File: src/rtl/chess_pkg.sv
// Shared types for the chess move sequencer: square codes, piece types,
// colours and the controller state encoding.
package chess_pkg;

    typedef enum logic [2:0] {
        PT_NONE = 3'd0,
        PAWN    = 3'd1,
        KNIGHT  = 3'd2,
        BISHOP  = 3'd3,
        ROOK    = 3'd4,
        QUEEN   = 3'd5,
        KING    = 3'd6,
        PT_RSVD = 3'd7
    } piece_type_t;

    // Board square code as stored in the board array
    typedef struct packed {
        piece_type_t ptype;
        logic        color;
        logic        occ;
    } piece_t;

    localparam piece_t EMPTY = piece_t'(5'b00000);
    localparam logic   WHITE = 1'b0;
    localparam logic   BLACK = 1'b1;

    typedef enum logic [2:0] {
        IDLE      = 3'd0,
        SELECTED  = 3'd1,
        CHECK     = 3'd2,
        WRITE_DST = 3'd3,
        CLEAR_SRC = 3'd4,
        OVER      = 3'd5
    } ctrl_state_t;

    // True when the square code holds a king of either colour
    function automatic logic is_king(input piece_t p);
        return p.occ && (p.ptype == KING);
    endfunction

endpackage

File: src/rtl/btn_edge.sv
// Rising-edge detector for an already-synchronised button level.
// Stays disarmed for the first cycle after reset so a button held through
// reset never produces a spurious event.
module btn_edge (
    input  logic clk,
    input  logic reset,
    input  logic lvl,
    output logic evt
);

    logic prev_r;
    logic armed_r;

    // Remember the previous level and arm one cycle after reset releases
    always_ff @(posedge clk) begin
        if (!reset) begin
            prev_r  <= 1'b0;
            armed_r <= 1'b0;
        end else begin
            prev_r  <= lvl;
            armed_r <= 1'b1;
        end
    end

    assign evt = armed_r & lvl & ~prev_r;

endmodule

File: src/rtl/chess_move_ctrl.sv
// Turn-based move sequencer: select, place, external legality check,
// two-cycle board commit (destination then source) and turn alternation.
// This block owns the only write port into the board array.
module chess_move_ctrl
    import chess_pkg::*;
#(
    parameter int CHK_TIMEOUT = 255
) (
    input  logic       clk,
    input  logic       reset,
    input  logic       select_btn,
    input  logic       place_btn,
    input  logic [2:0] cur_row,
    input  logic [2:0] cur_col,
    output logic [2:0] rd_row,
    output logic [2:0] rd_col,
    input  logic [4:0] rd_data,
    output logic       wr_en,
    output logic [2:0] wr_row,
    output logic [2:0] wr_col,
    output logic [4:0] wr_data,
    output logic       chk_req,
    output logic [4:0] chk_piece,
    output logic [5:0] chk_src,
    output logic [5:0] chk_dst,
    input  logic       chk_ack,
    input  logic       chk_legal,
    output logic       turn,
    output logic       sel_valid,
    output logic [2:0] sel_row,
    output logic [2:0] sel_col,
    output logic       err,
    output logic       move_done,
    output logic       game_over
);

    localparam int CW = $clog2(CHK_TIMEOUT + 1);
    localparam logic [CW-1:0] TMO_LAST = CW'(CHK_TIMEOUT - 1);
    localparam logic [CW-1:0] TMO_MAX  = {CW{1'b1}};
    localparam logic [CW-1:0] TMO_ONE  = CW'(1);

    logic        sel_evt_s;
    logic        plc_evt_s;
    logic        both_evt_s;
    logic        at_src_s;
    logic        own_s;
    piece_t      cur_code_s;

    ctrl_state_t state_r;
    piece_t      piece_r;
    piece_t      dst_code_r;
    logic [2:0]  dst_row_r;
    logic [2:0]  dst_col_r;
    logic [CW-1:0] tmo_cnt_r;

    btn_edge u_sel_edge (
        .clk   (clk),
        .reset (reset),
        .lvl   (select_btn),
        .evt   (sel_evt_s)
    );

    btn_edge u_plc_edge (
        .clk   (clk),
        .reset (reset),
        .lvl   (place_btn),
        .evt   (plc_evt_s)
    );

    // The board is always read at the cursor square
    assign rd_row = cur_row;
    assign rd_col = cur_col;

    assign cur_code_s = piece_t'(rd_data);
    assign both_evt_s = sel_evt_s & plc_evt_s;
    assign at_src_s   = (cur_row == sel_row) && (cur_col == sel_col);
    assign own_s      = cur_code_s.occ && (cur_code_s.color == turn);

    // Move sequencing FSM with all outputs registered
    always_ff @(posedge clk) begin
        if (!reset) begin
            state_r    <= IDLE;
            turn       <= WHITE;
            sel_valid  <= 1'b0;
            sel_row    <= 3'd0;
            sel_col    <= 3'd0;
            chk_req    <= 1'b0;
            chk_piece  <= 5'd0;
            chk_src    <= 6'd0;
            chk_dst    <= 6'd0;
            wr_en      <= 1'b0;
            wr_row     <= 3'd0;
            wr_col     <= 3'd0;
            wr_data    <= 5'd0;
            err        <= 1'b0;
            move_done  <= 1'b0;
            game_over  <= 1'b0;
            piece_r    <= EMPTY;
            dst_code_r <= EMPTY;
            dst_row_r  <= 3'd0;
            dst_col_r  <= 3'd0;
            tmo_cnt_r  <= {CW{1'b0}};
        end else begin
            // Pulses default low every cycle
            err       <= 1'b0;
            move_done <= 1'b0;
            wr_en     <= 1'b0;

            case (state_r)
                IDLE: begin
                    if (both_evt_s) begin
                        err <= 1'b1;
                    end else if (sel_evt_s) begin
                        if (own_s) begin
                            piece_r   <= cur_code_s;
                            sel_row   <= cur_row;
                            sel_col   <= cur_col;
                            sel_valid <= 1'b1;
                            state_r   <= SELECTED;
                        end else begin
                            err <= 1'b1;
                        end
                    end else if (plc_evt_s) begin
                        err <= 1'b1;
                    end else begin
                        state_r <= IDLE;
                    end
                end

                SELECTED: begin
                    if (both_evt_s) begin
                        err <= 1'b1;
                    end else if (sel_evt_s) begin
                        if (at_src_s) begin
                            sel_valid <= 1'b0;
                            state_r   <= IDLE;
                        end else if (own_s) begin
                            piece_r <= cur_code_s;
                            sel_row <= cur_row;
                            sel_col <= cur_col;
                        end else begin
                            err <= 1'b1;
                        end
                    end else if (plc_evt_s) begin
                        if (at_src_s || own_s) begin
                            err <= 1'b1;
                        end else begin
                            dst_row_r  <= cur_row;
                            dst_col_r  <= cur_col;
                            dst_code_r <= cur_code_s;
                            chk_req    <= 1'b1;
                            chk_piece  <= piece_r;
                            chk_src    <= {sel_row, sel_col};
                            chk_dst    <= {cur_row, cur_col};
                            tmo_cnt_r  <= {CW{1'b0}};
                            state_r    <= CHECK;
                        end
                    end else begin
                        state_r <= SELECTED;
                    end
                end

                CHECK: begin
                    // Button events are deliberately ignored while the checker works
                    if (chk_ack) begin
                        chk_req <= 1'b0;
                        if (chk_legal) begin
                            wr_en   <= 1'b1;
                            wr_row  <= dst_row_r;
                            wr_col  <= dst_col_r;
                            wr_data <= piece_r;
                            state_r <= WRITE_DST;
                        end else begin
                            err       <= 1'b1;
                            sel_valid <= 1'b0;
                            state_r   <= IDLE;
                        end
                    end else if (tmo_cnt_r == TMO_LAST) begin
                        chk_req   <= 1'b0;
                        err       <= 1'b1;
                        sel_valid <= 1'b0;
                        state_r   <= IDLE;
                    end else if (tmo_cnt_r != TMO_MAX) begin
                        tmo_cnt_r <= tmo_cnt_r + TMO_ONE;
                    end else begin
                        tmo_cnt_r <= tmo_cnt_r;
                    end
                end

                WRITE_DST: begin
                    // Destination written this cycle; schedule the source clear
                    wr_en     <= 1'b1;
                    wr_row    <= sel_row;
                    wr_col    <= sel_col;
                    wr_data   <= EMPTY;
                    move_done <= 1'b1;
                    sel_valid <= 1'b0;
                    turn      <= (turn == WHITE) ? BLACK : WHITE;
                    if (is_king(dst_code_r)) begin
                        game_over <= 1'b1;
                    end else begin
                        game_over <= game_over;
                    end
                    state_r <= CLEAR_SRC;
                end

                CLEAR_SRC: begin
                    if (game_over) begin
                        state_r <= OVER;
                    end else begin
                        state_r <= IDLE;
                    end
                end

                OVER: begin
                    if (sel_evt_s || plc_evt_s) begin
                        err <= 1'b1;
                    end else begin
                        err <= 1'b0;
                    end
                end

                default: begin
                    state_r   <= IDLE;
                    chk_req   <= 1'b0;
                    sel_valid <= 1'b0;
                end
            endcase
        end
    end

endmodule

File: config.mk
export PLATFORM = sky130hd
export DESIGN_NAME = chess_move_ctrl
export DESIGN_NICKNAME = d
export VERILOG_FILES = /design/src/rtl/chess_pkg.sv /design/src/rtl/btn_edge.sv /design/src/rtl/chess_move_ctrl.sv
export SDC_FILE = /design/constraint.sdc
export NUM_CORES = 1
export LEC_CHECK = 0
export ABC_AREA = 1
export CAP_MARGIN = 40
export CORE_MARGIN = 1
export CORE_UTILIZATION = 45
export CTS_CLUSTER_SIZE = 40
export DETAILED_ROUTE_END_ITERATION = 10
export GPL_ROUTABILITY_DRIVEN = 0
export PLACE_DENSITY = 0.82
export RECOVER_POWER = 25
export SLEW_MARGIN = 20
export SYNTH_ARGS = -nofsm -noshare
export SYNTH_HDL_FRONTEND = slang
export SYNTH_SLANG_ARGS = --single-unit
File: constraint.sdc
create_clock -name clk -period 3.8 [get_ports clk]
set_input_delay 0.38 -clock clk [delete_from_list [all_inputs] [get_ports clk]]
set_output_delay 0.38 -clock clk [all_outputs]
set_load 0.01 [all_outputs]
* Yosys cells after proc, flatten, opt, wreduce, memory -nomap -nowiden
Cells that the tools add are included.
** Word-level totals
- Bits in registers :: 70
- Latch bits :: 0
- Bits in writable memories :: 0
- Bits in read-only memories :: 0
- Input bits :: 17
- Word-level logic and storage cells :: 180
- Memories :: 0
** Operators by class
- Add/sub/neg operators :: 1
- $mul :: 0
- Divide/modulo/power cells :: 0
- Magnitude comparators :: 0
- Equal/unequal tests :: 32
- Shift-type cells :: 0
- Muxes and demuxes :: 88
- Bitwise operators :: 13
- Reductions and logical operators :: 19
** Operators by type and width (number)
- $mux W3 :: 28
- $mux W8 :: 7
- $mux W5 :: 8
- $mux W1 :: 32
- $ne A2 B2 Y1 const B :: 15
- $pmux W3 S2 :: 4
- $pmux W5 S2 :: 2
- $pmux W3 S6 :: 1
- $pmux W8 S2 :: 1
- $reduce_and A8 Y1 :: 2
- $ne A3 B3 Y1 const B :: 5
- $reduce_and A6 Y1 :: 2
- $eq A3 B3 Y1 const B :: 3
- $reduce_and A9 Y1 :: 1
- $add A8 B1 Y8 const B :: 1
- $eq A8 B8 Y1 const B :: 1
- $ne A8 B8 Y1 const B :: 1
- $not A1 Y1 :: 8
- $pmux W1 S4 :: 2
- $eq A3 B2 Y1 const B :: 2
- $eq A3 B3 Y1 :: 2
- $reduce_bool A2 Y1 :: 3
- $and A1 B1 Y1 :: 5
- $reduce_and A5 Y1 :: 1
- 13 further kinds :: 16

* Logic depth before layout (Yosys ltp)
Gate-level depths: netlist (run 1).
- Word-level depth :: 8
- Gate-level depth with buffers :: 12

* Cells and area by module
From an unflattened synthesis (run 1), not the netlist that was laid out.
** Unflattened totals
- Cell total of the unflattened synthesis :: 439
- Area, all modules :: 3149.3 µm²
** By module, submodules not included
- chess_move_ctrl :: instances 1, cells an instance 427, area each 3034.2 µm², sequential area each 1221.2 µm²
- btn_edge :: instances 2, cells an instance 6, area each 57.6 µm², sequential area each 40.0 µm²

* Worst setup path after synthesis (run 1)
No wires, ideal clock.
- Path type :: register -> register
- Start :: register sel_col[2]
- End :: register chk_dst[0]
- Arrival time :: 1.362 ns
- Required time :: 3.672 ns
- Slack :: 2.310 ns
- Cell stages (with the launch flop) :: 11
- Clock period less this slack :: 1.490 ns
- Cells stage by stage :: dfxtp_1 inv_1 nand2_1 nand2_1 nor2_1 nand3_2 nand4_2 buf_2 nor2_1 a21oi_1 nor2_1
** On the way
- Cells in the longest elaborated chain, start to end :: 5
** Ends and longest elaborated chain
- start: declaration :: line chess_move_ctrl.sv:31 : output logic [2:0] sel_col,
- start signal: assignment :: line chess_move_ctrl.sv:117 : sel_col <= cur_col;
- start signal: assignment :: line chess_move_ctrl.sv:140 : sel_col <= cur_col;
- $eq A3 B3 Y1 :: line chess_move_ctrl.sv:76 : assign at_src_s = (cur_row == sel_row) && (cur_col == sel_col);
- $logic_and A1 B1 Y1 :: line chess_move_ctrl.sv:76
- $logic_or A1 B1 Y1 :: line chess_move_ctrl.sv:145 : if (at_src_s || own_s) begin
- $not A1 Y1 (no source line)
- $reduce_and A5 Y1 (no source line)
- end signal: assignment :: line chess_move_ctrl.sv:154 : chk_dst <= {cur_row, cur_col};
- end: declaration :: line chess_move_ctrl.sv:25 : output logic [5:0] chk_dst,
Every way passes these cells.
A chain may end at the register's enable or synchronous reset.

* Final worst setup path (run 1)
- Start :: input reset
- End :: register tmo_cnt_r[6]
** RTL lines
- start: declaration :: line chess_move_ctrl.sv:10 : input logic reset,
- end signal: assignment :: line chess_move_ctrl.sv:102 : tmo_cnt_r <= {CW{1'b0}};
- end signal: assignment :: line chess_move_ctrl.sv:155 : tmo_cnt_r <= {CW{1'b0}};
- end signal: assignment :: line chess_move_ctrl.sv:184 : tmo_cnt_r <= tmo_cnt_r + TMO_ONE;
- end: declaration :: line chess_move_ctrl.sv:54 : logic [CW-1:0] tmo_cnt_r;
No word-level cell between the ends.

==> impl_metrics.toml, run 1 <==
[cells_and_area]
area_growth_pct = 29.9
fin_cells = 569
fill_cells = 569
final_common_cell = "nand2_1"
finish.utilization_pct = 60.5
drive_gt1_share_pct = 6.91
final_cell_mix = "nand2_1, nor2_1, dfxtp_1, inv_1, clkdlybuf4s50_1"
nets = 506
diodes = 0
stdcell_area_sq_um = 3820

[worst_setup_path]
path_buf_inv = 4
worstPathMaxFanout = 30
critPathMaxStageDelay_ns = 0.92
r2r_setup_slack_ns = 1.61
required_ns = 4.07
cp_slowest_cell = "clkbuf_1"
critPathTopFamily = "buffers and inverters"
cp-start-kind = "primary input"
critPathArrivalTime_ns = 2.87
end_kind = "flop"
critical_path_class = "primary input to flop"
crit_chain = "dlygate4sd3_1, clkbuf_1, inv_1, buf_8, a21oi_1"

[synth]
synth_edf_count = 0
synth-seq-area-share_pct = 43.5
ys.flop_type = "dfxtp_1"
synthCells = 430
synthesis.area_sq_um = 2940
synth.ff_latch_count = 64
synth_warnings = 0
synth_cell_types = 29
synthArstFlopShare_pct = 0
postSynthAreaPerCell_sq_um = 6.84
syn_nets = 449

[clock_network]
postCtsSetupRepairBufs = 0
clock-sinks = 64
clock_latency_ns = 0.34
clockBufferDepth = 2
cts_hold_buffers = 0
clk_pin_slew_ns = 0.07
cts_tree = "built"
numCtsBuffers = 9
root_buffer = "clkbuf_8"
cts_resized = 0
htree_levels = 3

[placed_design]
detailed_place.area_sq_um = 3610
dp_cells = 553
dp_hpwl_um = 4840
io_buffers = 63

[routing]
drtIter0Drc = 193
ant_nets = 0
vias = 2897
routedWlPerCell_um = 12.4
viasPerCell = 5.09
drc = 0
routed_wl_um = 7080
detail_route.first_pass.iterations = 4

[sta]
worst_pin_slew_ns = 1.26
slew-limit-headroom_pct = 16.3
finalCriticalPeriod_ns = 2.60
tns_ns = 0
hold_viol = 0
rsz0062_at_grt = "false"
period_share_pct = 68.4
drv_slew = 0
clock.fmax_ghz = 0.385
skew_ns = 0.00602
finalSetupViolCount = 0

[job]
drv_cap = 0

[floorplan]
die_x_um = 82.9
die_h_um = 82.9
core-area_sq_um = 6310
io_pins = 64
start_util_pct = 46.6
rows = 29
dieArea_sq_um = 6870

[global_route]
grt_max_degree = 31
antenna_found_initial = 0
grt_remaining_overflow = 0
grt_use_total_pct = 21.6
grt_pass1_vias = 2698
grt_pass1_wl_um = 12000

[pwr]
p_per_area_nw_per_um2 = 435
finalPower_mw = 1.66
leakage_nw = 1.74
vdd_drop_max_mv = 0.244

[run_status]
outcome = "finished, final reports clean"

[hold_path]
hold_class = "flop to flop"
[power by group]
group | leakage (nW) | internal [mW] | switching (mW)
registers | 0.518 | 0.703 | 0.0232
clock network | 0.113 | 0.370 | 0.272
logic | 1.11 | 0.114 | 0.181
total | 1.74 | 1.19 | 0.476
[worst reg2reg max path, cell delays in order (launching register included)]
cell and delay [ns]:
dfxtp_1 0.40, inv_2 0.12, nor2_2 0.36, inv_1 0.30
nand2_1 0.46, inv_1 0.21, a22oi_1 0.18, nor2_1 0.06
[path summary, 6_finish.rpt]
path | startpoint | end | depth (start not counted)
setup / recovery | reset | tmo_cnt_r[6] | 5
hold / removal | dst_code_r[0] | dst_code_r[0] | 2
setup reg to reg | state_r[0] | wr_data[2] | 7
hold reg to reg | dst_code_r[0] | dst_code_r[0] | 2
[metrics by stage]
| step | setup slack, ns | hold slack, ns |
|---|---|---|
| final | 1.20 | 0.455 |
| after global routing | 1.02 | 0.482 |
| after CTS | 1.62 | 0.455 |
| after detailed placement | 1.41 | 0.434 |
| after global placement | 1.06 | 0.432 |
| after floorplan | 2.31 | 0.408 |
[state kept, by name (all words and copies together) (netlist names), 4 cells and up]
signal and cells:
chk_dst 6, piece_r 5, wr_data 5, chk_src 6, chk_piece 5, tmo_cnt_r 8, dst_code_r 4
[cells in the mapped netlist (2+ instances only)]
cell type	number	area [sq um]
a21oi_1	34	170
a22oi_1	6	45.0
a31oi_1	7	43.8
buf_2	7	35.0
buf_4	7	52.6
clkbuf_1	5	18.8
dfxtp_1	64	1280
ha_1	2	25.0
inv_1	49	184
inv_2	4	15.0
nand2_1	105	394
nand2_2	2	12.5
nand3_1	13	65.1
nand3_2	2	20.0
nand4_1	6	37.5
nor2_1	84	315
nor2_2	3	18.8
nor2_4	2	22.5
o21ai_0	14	70.1
o21ai_1	3	15.0
xor2_1	3	26.3
[cells by family after synthesis]
group           count (synthesis)  share of synthesized area (%)
compound gates                 65                           11.9
xor+xnor                        4                           1.19
fa+ha+maj                       2                          0.850
buf+inv                        74                           10.9
flops                          64                           43.5
simple gates                  221                           31.6
[area by class of cell]
class,count,area (sq um),share of cell area (%)
timing repair buffer,67,684,17.9
inverter,53,199,5.20
tap,77,96.3,2.52
clock buffer,9,124,3.24
sequential,64,1280,33.5
multi-input combinational,292,1340,35.1
clock inverter,7,96.3,2.52
[routing by layer]
| metal | routed length (um) | part of all wire (%) | up-vias | track usage (%) |
|---|---|---|---|---|
| met5 | 0 | 0 | - | 0 |
| met2 | 3430 | 48 | 96 | 34.6 |
| met1 | 3040 | 43 | 1317 | 26.6 |
| li1 | - | - | 1463 | - |
| met4 | 166 | 2.3 | 0 | 10.0 |
| met3 | 444 | 6.3 | 21 | 6.36 |
Power figures use the tool's default switching activity.
==> run 2, diff against run 1 <==
--- a/config.mk
+++ b/config.mk
@@ -12,7 +12,7 @@
 export CTS_CLUSTER_SIZE = 40
 export DETAILED_ROUTE_END_ITERATION = 10
 export GPL_ROUTABILITY_DRIVEN = 0
-export PLACE_DENSITY = 0.82
+export PLACE_DENSITY = 0.85
 export RECOVER_POWER = 25
 export SLEW_MARGIN = 20
 export SYNTH_ARGS = -nofsm -noshare
==> constraint.sdc (replaced) <==
create_clock -name clk -period 2.39 [get_ports clk]
set_input_delay 0.239 -clock clk [delete_from_list [all_inputs] [get_ports clk]]
set_output_delay 0.239 -clock clk [all_outputs]
set_load 0.01 [all_outputs]
==> impl_metrics.toml, run 2 (synthesis gave the netlist of run 1 again) <==
[run_status]
outcome = "finished, final reports clean"

[cells_and_area]
final_cell_mix = "nand2_1, nor2_1, dfxtp_1, inv_1, clkdlybuf4s50_1"
finish.utilization_pct = 60.4
drive_gt1_share_pct = 6.87
top_regs = "tmo_cnt_r (8), chk_dst (6), chk_src (6)"
diodes = 0
nets = 509
fill_cells = 543
area_growth_pct = 29.7
largest_reg_flops = 8
final_common_cell = "nand2_1"
largest-register = "tmo_cnt_r"

[sta]
worst_pin_slew_ns = 1.29
period_share_pct = 84.8
drv_slew = 0
slew-limit-headroom_pct = 14.3
clock.fmax_ghz = 0.493
hold_viol = 0
fin_ws_ns = 0.363
finalSetupViolCount = 0
tns_ns = 0
finalCriticalPeriod_ns = 2.03
rsz0062_at_grt = "false"
skew_ns = 0.00840

[pwr]
p_per_area_nw_per_um2 = 694
vdd_drop_max_mv = 0.413
leakage_nw = 1.73
finalPower_mw = 2.65

[floorplan]
io_pins = 64
start_util_pct = 46.6
die_x_um = 82.9
dieArea_sq_um = 6870
die_h_um = 82.9
core-area_sq_um = 6310
rows = 29

[clock_network]
clock-sinks = 64
cts_hold_buffers = 0
root_buffer = "clkbuf_8"
cts_resized = 0
clockBufferDepth = 2
numCtsBuffers = 9
postCtsSetupRepairBufs = 0
clk_pin_slew_ns = 0.07
cts_tree = "built"
htree_levels = 3
clock_latency_ns = 0.34

[routing]
top_layer_used = "met4"
wl_met1_um = 3070
routed_wl_um = 7310
drc = 0
vias = 2880
drtIter0Drc = 202
ant_nets = 0
wl_met2_um = 3480
routedWlPerCell_um = 12.8
viasPerCell = 5.03
wl_met3_um = 590
detail_route.first_pass.iterations = 5

[global_route]
grt_pass1_vias = 2698
grt_max_degree = 39
grt_remaining_overflow = 0
grt_use_total_pct = 21.5
antenna_found_initial = 0
grt_pass1_wl_um = 12000

[worst_setup_path]
worstPathMaxFanout = 13
critical_path_class = "flop to flop"
critPathArrivalTime_ns = 2.24
cp-start-kind = "flop"
end_kind = "flop"
required_ns = 2.60

[placed_design]
dp_hpwl_um = 5070
io_buffers = 63
place_ws_ns = 0.254

[hold_path]
hold_class = "flop to flop"

[job]
drv_cap = 0
==> run 2: worst max-delay path, cell delays in order (launching register included) <==
cell and delay (ns):
dfxtp_1 0.36, inv_1 0.07, nand2_1 0.09, nor2_2 0.22
nand3_1 0.22, nand2_1 0.46, inv_1 0.21, a22oi_1 0.18
nor2_1 0.06
==> run 2: power breakdown <==
part           internal (mW)  leakage, nW  switching, mW
clock                  0.586        0.106          0.432
combinational          0.179         1.11          0.298
sequential              1.12        0.518         0.0362
total                   1.88         1.73          0.766
==> run 2: area by class of cell <==
type                            instances  area, sq um  share of cell area (%)
Clock buffer                            9          124                    3.25
Clock inverter                          7         93.8                    2.46
Inverter                               53          199                    5.21
Multi-Input combinational cell        292         1340                    35.1
Sequential cell                        64         1280                    33.6
Tap cell                               77         96.3                    2.52
Timing Repair Buffer                   70          681                    17.8
==> run 2: layer usage <==
layer,vias up,track usage [%]
li1,1463,-
met2,125,34.9
met5,-,0
met1,1272,26.6
met4,0,9.25
met3,20,6.16
==> run 2: worst paths after layout <==
check	start	endpoint	slack (ns)	depth (start not counted)
max	state_r[2]	wr_data[4]	0.36	8
min	dst_code_r[2]	dst_code_r[2]	0.46	2
max reg2reg	state_r[2]	wr_data[4]	0.36	8
min reg2reg	dst_code_r[2]	dst_code_r[2]	0.46	2
==> run 2: metrics by stage <==
stage               hold slack (ns)  cell area [sq um]  instances
floorplan                     0.267               2940        430
global placement              0.433               3610        556
detailed placement            0.443               3610        556
CTS                           0.455               3830        572
global route                  0.480               3820        572
finish                        0.458               3820        572
